### src/rtl/axi4l_master.sv
// AXI4-Lite master: accepts one read or write command at a time, runs it on the
// AXI4-Lite channels and returns a single response.
// Optional watchdog: define AXI4L_MASTER_TIMEOUT_EN to abort transactions that
// stall for TIMEOUT_CYCLES cycles and to drain a late B/R response afterwards.

module axi4l_master #(
    parameter int unsigned ADDR_WIDTH     = 32,
    parameter int unsigned DATA_WIDTH     = 32,
    parameter int unsigned TIMEOUT_CYCLES = 1024
) (
    input  logic                    clk,
    input  logic                    rst_n,
    // command
    input  logic                    cmd_valid,
    output logic                    cmd_ready,
    input  logic                    cmd_we,
    input  logic [ADDR_WIDTH-1:0]   cmd_addr,
    input  logic [DATA_WIDTH-1:0]   cmd_wdata,
    input  logic [DATA_WIDTH/8-1:0] cmd_wstrb,
    // response
    output logic                    rsp_valid,
    input  logic                    rsp_ready,
    output logic [DATA_WIDTH-1:0]   rsp_rdata,
    output logic [1:0]              rsp_resp,
    output logic                    rsp_timeout,
    // write address
    output logic [ADDR_WIDTH-1:0]   axi4l_awaddr,
    output logic [2:0]              axi4l_awprot,
    output logic                    axi4l_awvalid,
    input  logic                    axi4l_awready,
    // write data
    output logic [DATA_WIDTH-1:0]   axi4l_wdata,
    output logic [DATA_WIDTH/8-1:0] axi4l_wstrb,
    output logic                    axi4l_wvalid,
    input  logic                    axi4l_wready,
    // write response
    input  logic [1:0]              axi4l_bresp,
    input  logic                    axi4l_bvalid,
    output logic                    axi4l_bready,
    // read address
    output logic [ADDR_WIDTH-1:0]   axi4l_araddr,
    output logic [2:0]              axi4l_arprot,
    output logic                    axi4l_arvalid,
    input  logic                    axi4l_arready,
    // read data
    input  logic [DATA_WIDTH-1:0]   axi4l_rdata,
    input  logic [1:0]              axi4l_rresp,
    input  logic                    axi4l_rvalid,
    output logic                    axi4l_rready
);

    // Elaboration-time parameter sanity checks.
    if (DATA_WIDTH != 32) begin : g_dw_check
        $error("axi4l_master: only DATA_WIDTH = 32 is supported");
    end
    if (TIMEOUT_CYCLES < 2) begin : g_to_check
        $error("axi4l_master: TIMEOUT_CYCLES must be at least 2");
    end

    typedef enum logic [2:0] {
        StIdle,
        StWr,
        StWrResp,
        StRdAddr,
        StRdData,
        StRsp,
        StDrain
    } state_e;

    state_e                  state_q, state_d;
    logic                    run_q;
    logic                    aw_done_q, w_done_q;
    logic [ADDR_WIDTH-1:0]   addr_q;
    logic [DATA_WIDTH-1:0]   wdata_q;
    logic [DATA_WIDTH/8-1:0] wstrb_q;
    logic [DATA_WIDTH-1:0]   rdata_q;
    logic [1:0]              resp_q;

    logic cmd_fire, aw_fire, w_fire, b_fire, ar_fire, r_fire, rsp_fire, wr_done;
    logic expired;

    assign cmd_fire = cmd_valid & cmd_ready;
    assign aw_fire  = axi4l_awvalid & axi4l_awready;
    assign w_fire   = axi4l_wvalid & axi4l_wready;
    assign b_fire   = axi4l_bvalid & axi4l_bready;
    assign ar_fire  = axi4l_arvalid & axi4l_arready;
    assign r_fire   = axi4l_rvalid & axi4l_rready;
    assign rsp_fire = rsp_valid & rsp_ready;
    // AW and W may complete in either order or together
    assign wr_done  = (aw_done_q | aw_fire) & (w_done_q | w_fire);

    assign axi4l_awaddr = addr_q;
    assign axi4l_araddr = addr_q;
    assign axi4l_wdata  = wdata_q;
    assign axi4l_wstrb  = wstrb_q;
    assign axi4l_awprot = 3'b000;
    assign axi4l_arprot = 3'b000;
    assign rsp_rdata    = rdata_q;
    assign rsp_resp     = resp_q;

    // Reset release is taken on the first clock edge; nothing is accepted before it.
    always_ff @(posedge clk or negedge rst_n) begin
        if (!rst_n) run_q <= 1'b0;
        else        run_q <= 1'b1;
    end

`ifdef AXI4L_MASTER_TIMEOUT_EN
    localparam int unsigned CntW = $clog2(TIMEOUT_CYCLES + 1);

    logic [CntW-1:0] cnt_q;
    logic            timeout_q, pend_b_q, pend_r_q;
    logic            active, abort, drain_done;

    assign active  = (state_q == StWr) | (state_q == StWrResp) |
                     (state_q == StRdAddr) | (state_q == StRdData);
    assign expired = active & (cnt_q == CntW'(TIMEOUT_CYCLES - 1));
    // A handshake completing in the expiry cycle wins over the abort
    assign abort   = expired & ~((state_q == StWr) & wr_done) & ~b_fire & ~ar_fire & ~r_fire;
    assign drain_done  = (pend_b_q & b_fire) | (pend_r_q & r_fire);
    assign rsp_timeout = timeout_q;

    // Watchdog: restarts on command acceptance, counts while a transaction is on the bus.
    always_ff @(posedge clk or negedge rst_n) begin
        if (!rst_n)        cnt_q <= '0;
        else if (cmd_fire) cnt_q <= '0;
        else if (active)   cnt_q <= cnt_q + 1'b1;
    end

    // Remember a B/R still owed by the slave after an abort so it can be discarded later.
    always_ff @(posedge clk or negedge rst_n) begin
        if (!rst_n) begin
            pend_b_q <= 1'b0;
            pend_r_q <= 1'b0;
        end else if (abort) begin
            pend_b_q <= (state_q == StWrResp);
            pend_r_q <= (state_q == StRdData);
        end else if ((state_q == StDrain) && drain_done) begin
            pend_b_q <= 1'b0;
            pend_r_q <= 1'b0;
        end
    end
`else
    assign expired     = 1'b0;
    assign rsp_timeout = 1'b0;
`endif

    // State register.
    always_ff @(posedge clk or negedge rst_n) begin
        if (!rst_n) state_q <= StIdle;
        else        state_q <= state_d;
    end

    // Next-state logic.
    always_comb begin
        state_d = state_q;
        unique case (state_q)
            StIdle:   if (cmd_fire) state_d = cmd_we ? StWr : StRdAddr;
            StWr: begin
                if (wr_done)      state_d = StWrResp;
                else if (expired) state_d = StRsp;
            end
            StWrResp: if (b_fire || expired) state_d = StRsp;
            StRdAddr: begin
                if (ar_fire)      state_d = StRdData;
                else if (expired) state_d = StRsp;
            end
            StRdData: if (r_fire || expired) state_d = StRsp;
            StRsp: begin
                if (rsp_fire) begin
`ifdef AXI4L_MASTER_TIMEOUT_EN
                    state_d = (pend_b_q || pend_r_q) ? StDrain : StIdle;
`else
                    state_d = StIdle;
`endif
                end
            end
            StDrain: begin
`ifdef AXI4L_MASTER_TIMEOUT_EN
                if (drain_done) state_d = StIdle;
`else
                state_d = StIdle;
`endif
            end
            default:  state_d = StIdle;
        endcase
    end

    // Outputs decoded from registered state, so no input reaches an output combinationally.
    always_comb begin
        cmd_ready     = run_q && (state_q == StIdle);
        axi4l_awvalid = (state_q == StWr) && !aw_done_q;
        axi4l_wvalid  = (state_q == StWr) && !w_done_q;
        axi4l_bready  = (state_q == StWrResp);
        axi4l_arvalid = (state_q == StRdAddr);
        axi4l_rready  = (state_q == StRdData);
        rsp_valid     = (state_q == StRsp);
`ifdef AXI4L_MASTER_TIMEOUT_EN
        if (state_q == StDrain) begin
            axi4l_bready = pend_b_q;
            axi4l_rready = pend_r_q;
        end
`endif
    end

    // Command payload capture and per-channel write handshake tracking.
    always_ff @(posedge clk or negedge rst_n) begin
        if (!rst_n) begin
            addr_q    <= '0;
            wdata_q   <= '0;
            wstrb_q   <= '0;
            aw_done_q <= 1'b0;
            w_done_q  <= 1'b0;
        end else if (cmd_fire) begin
            addr_q    <= cmd_addr;
            wdata_q   <= cmd_wdata;
            wstrb_q   <= cmd_wstrb;
            aw_done_q <= 1'b0;
            w_done_q  <= 1'b0;
        end else if (state_q == StWr) begin
            if (aw_fire) aw_done_q <= 1'b1;
            if (w_fire)  w_done_q  <= 1'b1;
        end
    end

    // Response capture: B, R, or a synthesised SLVERR on watchdog abort.
    always_ff @(posedge clk or negedge rst_n) begin
        if (!rst_n) begin
            rdata_q   <= '0;
            resp_q    <= 2'b00;
`ifdef AXI4L_MASTER_TIMEOUT_EN
            timeout_q <= 1'b0;
`endif
        end else if ((state_q == StWrResp) && b_fire) begin
            rdata_q   <= '0;
            resp_q    <= axi4l_bresp;
`ifdef AXI4L_MASTER_TIMEOUT_EN
            timeout_q <= 1'b0;
`endif
        end else if ((state_q == StRdData) && r_fire) begin
            rdata_q   <= axi4l_rdata;
            resp_q    <= axi4l_rresp;
`ifdef AXI4L_MASTER_TIMEOUT_EN
            timeout_q <= 1'b0;
        end else if (abort) begin
            rdata_q   <= '0;
            resp_q    <= 2'b10;
            timeout_q <= 1'b1;
`endif
        end
    end

endmodule

### config.mk
export PLATFORM = sky130hd
export DESIGN_NAME = axi4l_master
export DESIGN_NICKNAME = d
export VERILOG_FILES = /design/src/rtl/axi4l_master.sv
export SDC_FILE = /design/constraint.sdc
export NUM_CORES = 1
export LEC_CHECK = 0
export ABC_AREA = 1
export CAP_MARGIN = 40
export CORE_ASPECT_RATIO = 0.7
export CORE_MARGIN = 4
export CORE_UTILIZATION = 42
export CTS_CLUSTER_DIAMETER = 100
export CTS_CLUSTER_SIZE = 8
export DETAILED_ROUTE_END_ITERATION = 16
export GPL_TIMING_DRIVEN = 1
export PLACE_DENSITY = 0.86
export SLEW_MARGIN = 25
export SYNTH_ARGS = -nofsm -noshare
export SYNTH_HDL_FRONTEND = slang
export SYNTH_SLANG_ARGS = --single-unit
### constraint.sdc
create_clock -name clk -period 2.5 [get_ports clk]
set_input_delay 0.25 -clock clk [delete_from_list [all_inputs] [get_ports clk]]
set_output_delay 0.25 -clock clk [all_outputs]
set_load 0.01 [all_outputs]
Word level (Yosys, flattened, before mapping)
Cells that the tools add are included.
{"block": "totals", "regBits": 108, "wordCells": 63, "in_bits": 114}
{"block": "classes", "n_bitwise": 10, "muxes": 18, "n_eq_ne": 11, "reduce_logical": 15}
{"op": "2-to-1 mux 32 bit", "n": 2}
{"op": "2-to-1 mux 3 bit", "n": 6}
{"op": "one-hot mux 3 bit (6 select lines)", "n": 1}
{"op": "AND 1 bit", "n": 8}
{"op": "inequality test 2 x 1 -> 1 bit (second input constant)", "n": 4}
{"op": "nonzero test 2 bit", "n": 4}
{"op": "equality test 3 x 2 -> 1 bit (second input constant)", "n": 2}
{"op": "equality test 3 bit (second input constant)", "n": 2}
{"op": "2-to-1 mux 1 bit", "n": 6}
{"op": "2-to-1 mux 2 bit", "n": 3}
{"op": "AND reduction 6 bit", "n": 1}
{"op": "logical AND 1 bit", "n": 5}
{"op": "inequality test 2 bit (second input constant)", "n": 2}
{"op": "AND reduction 2 bit", "n": 2}
{"op": "equality test 3 x 1 -> 1 bit (second input constant)", "n": 1}
{"op": "logical NOT 3 bit", "n": 1}
{"op": "logical NOT 1 bit", "n": 2}
{"op": "bitwise OR 1 bit", "n": 2}

Longest topological paths before layout
{"block": "depth", "depth_word": 7, "depth_mapped": 9, "mapped_depth_nobuf": 8}

Worst setup path after synthesis
Ideal clock, no wire load.
{"block": "synth_timing", "kind": "flip-flop to flip-flop", "startpoint": "register state_q[0]", "endpoint": "register rdata_q[22] (netlist: rsp_rdata[22])", "path_stages_with_launch": 9, "required_ns": 2.383, "setup_time_ns": 0.117, "t_arrival_ns": 1.296, "period_less_slack_ns": 1.413, "n_path_buf": 2, "path_slack_ns": 1.087, "path_cell_list": "dfrtp_1 > buf_6 > nor3_2 > nand2_1 > nand2_1 > inv_2 > buf_6 > nand2_1 > nand2_1"}
{"block": "synth_between", "elab_chain_cells": 4, "word_cells_on_any_way": 8, "cone_classes": "eq/ne: 2; mux: 1; bitwise: 2; reduce/logical: 3"}
{"item": "start: declaration", "line_no": "70", "text": "state_e state_q, state_d;"}
{"item": "start signal: assignment", "line_no": "149", "text": "if (!rst_n) state_q <= StIdle;"}
{"item": "start signal: assignment", "line_no": "150", "text": "else state_q <= state_d;"}
{"item": "equality test 3 x 2 -> 1 bit (*)", "line_no": "193", "text": "axi4l_bready = (state_q == StWrResp);"}
{"item": "named net axi4l_bready", "line_no": "39", "text": "output logic axi4l_bready,"}
{"item": "AND 1 bit", "line_no": "85", "text": "assign b_fire = axi4l_bvalid & axi4l_bready;"}
{"item": "logical AND 1 bit (*)", "line_no": "233", "text": "end else if ((state_q == StWrResp) && b_fire) begin"}
{"item": "2-to-1 mux 32 bit / nonzero test 2 bit (equally long branches)"}
{"item": "end signal: assignment", "line_no": "240", "text": "rdata_q <= axi4l_rdata;"}
{"item": "end: declaration", "line_no": "76", "text": "logic [DATA_WIDTH-1:0] rdata_q;"}
The timed path passes the listed nets; every way through them passes the cells marked *.
A chain may end at the register's enable or synchronous reset.

Worst setup path after layout
{"block": "layout_timing", "startpoint": "register state_q[0]", "endpoint": "output cmd_ready"}
{"block": "layout_between", "elab_chain_cells": 2}
{"item": "logical NOT 3 bit", "line_no": "190", "text": "cmd_ready = run_q && (state_q == StIdle);"}
{"item": "logical AND 1 bit", "line_no": "190"}
{"item": "end: declaration", "line_no": "15", "text": "output logic cmd_ready,"}
No other way between the ends.

==> run metrics <==
IO Pins=262; Switch Pwr=3.18 mW; Syn. warnings=0; Max-slew headroom=52.1%; pin count of the biggest net entering global routing=69; Port Buf Inserts=254; CTS H-tree depth=3; Min Clock Period, post-route=2.18 ns; CTS tree=yes; Syn Area/Cell=8.64 µm²; Die Ht=97.2 µm; Initial DRC Count=197; Peak VDD IR=0.521 mV; vias in the first global route=4543; layout cells sized above 1=4.20%; part of the power in registers=35.7%; Worst EP arrival=1.93 ns; root buffer cell=clkbuf_16; largest fanout on the critical path=12; commonest cells after routing, fill and taps aside=clkdlybuf4s50_1, nand2_1, nand3_1; Worst Reg-to-Reg Cells=5; Crit Path Class=reg2out; min-delay src=rsp_rdata[2]; clk slew on worst S/H paths=0.07 ns; drt pass-1 iters=5; CP Capture Type=primary output; Critical R2R Capture=axi4l_wdata[21]; run status=finished, final reports clean; post-synth cell types=20; WL final=14400 µm; Post-DRT Antenna Nets=0; wire length of the first global-routing pass=23400 µm; gr usage total=21.9%; DRC errors left=0; fin cells=915; Setup Viol. Count Final=0; Leakage Power=3.56 nW; antenna diode count=0; critical path required time=2.25 ns; Die W=135 µm; Vias=4427; Hold EP=rsp_rdata[2]; sequential fraction of the synthesis area=56.6%; Worst setup SP type=flop; via/cell ratio=4.84; GR Overflow Total=0; Avg WL per Cell=15.8 µm; Final #Nets=872; RD Place Congestion=0.780; switch share=36.2%; R2R Setup Slk=0.57 ns; CTS sink cnt=108; commonest non-fill, non-tap cell in the layout=clkdlybuf4s50_1; Worst-Margin Slew=0.718 ns; worst r2r src=state_q[0]; Initial Util=43.2%; crit share post-route=87.2%; total power per unit cell area=1190 mW/mm²; PnR Total Power=8.78 mW; fin. max-slew vios=0; CTS max path bufs=2; Rows=32; Total Die Area=0.0132 mm²; initial antenna violation count=0; synthesized flop and latch total=108; placed cells=899; leading area contributor after synthesis=dfrtp_1; Clk pwr share=14.4%; RSZ-0062 raised after global routing=no; Worst Hold Class=reg2reg; CTS resizes=0; fmax=0.459 GHz; cts bufs inserted=9; Pint=5.60 mW; Core Region=0.0111 mm²; top-area cell type share of the netlist area=56.6%; Post-Syn Instances=553; Area Growth Syn to Fin=54.6%; top cells by area, synth=dfrtp_1, nand2_1, nand3_1; Mapped Area=0.00478 mm²; hold path depth=2; Clock Skew=0.00571 ns; final setup TNS=0 ns; maxcap violations=0; clk_lat worst skew=0.33 ns; combinational power share=49.9%; Final Hold Vio Count=0; detailed placement HPWL=10800 µm
==> metal layers <==
layer	vias to the layer above	global-route usage (%)	routed length (µm)
met2	178	38.6	7440
met5	-	0	0
met1	2115	26.6	5720
met3	12	6.42	1100
li1	2122	-	-
met4	0	4.96	166
==> synth_stat cells <==
| master | n |
|---|---|
| or2_2 | 1 |
| inv_2 | 3 |
| buf_4 | 42 |
| nor2_1 | 7 |
| nand4_1 | 4 |
| buf_2 | 18 |
| nor3_2 | 1 |
| conb_1 | 2 |
| nor2_2 | 1 |
| nand3_1 | 111 |
| clkbuf_1 | 10 |
| nand2_1 | 224 |
| nand3_2 | 1 |
| nor3_1 | 1 |
| inv_1 | 10 |
| dfrtp_1 | 108 |
| and3_1 | 1 |
| nor3_4 | 1 |
| a21oi_1 | 2 |
| buf_6 | 5 |
==> state kept, by name, summed over array words and instances (netlist names) <==
name,flops
axi4l_araddr,32
axi4l_wdata,32
rsp_rdata,32
axi4l_wstrb,4
state_q,3
rsp_resp,2
aw_done_q,1
run_q,1
w_done_q,1
==> worst max-delay path, stage by stage, from the launching register on <==
cell and delay [ns]:
dfrtp_1 0.53, nor2_1 0.22, and3_2 0.22, clkdlybuf4s50_1 0.63
==> power by group through the flow <==
stage	sequential (mW)	clock, mW	combinational, mW
global route	3.26	1.38	4.76
CTS	3.14	1.31	4.45
global placement	3.10	0	4.30
finish	3.14	1.26	4.38
floorplan	3.41	0	1.80
detailed placement	3.15	0	4.43
==> through the flow <==
stage	hold slack (ns)	cell area, µm²	setup slack [ns]	util [%]
finish	0.470	7380	0.321	66.8
global route	0.464	7380	0.228	66.8
CTS	0.456	7380	0.287	66.8
detailed placement	0.329	7110	0.580	64.4
global placement	0.318	7110	0.685	64.4
floorplan	-0.0456	4800	1.09	-
==> logic make-up after synthesis <==
logic type / synth area share (%)
AND/OR/NAND/NOR: 31.6
flip-flops: 56.6
buffers and inverters: 11.5
AO/OA/AOI/OAI: 0.210
other: 0.157
==> area by class of cell <==
type	instances	area, µm²
repair buffers	263	2630
fillers	907	3670
clock inverters	4	27.5
inverters	13	48.8
flip-flops and latches	108	2700
clock buffers	11	233
well taps	153	191
multi-input cells	363	1550
==> timing repair <==
action | CTS | global route
hold buffers | 1 | 0
buffers inserted | 0 | 0
hold endpoints to repair | 51 | 0
==> worst max path at each step <==
stage / start / to / slack [ns] / cells past startpoint
3_3_place_gp: state_q[0] / rsp_resp[0] / 0.68 / 7
3_5_place_dp: axi4l_rvalid / rsp_rdata[5] / 0.58 / 7
6_report: state_q[0] / cmd_ready / 0.32 / 3
5_1_grt: state_q[0] / cmd_ready / 0.23 / 3
4_1_cts: state_q[0] / cmd_ready / 0.29 / 3
2_1_floorplan: state_q[0] / rsp_rdata[22] / 1.09 / 8
Power figures use the tool's default switching activity.
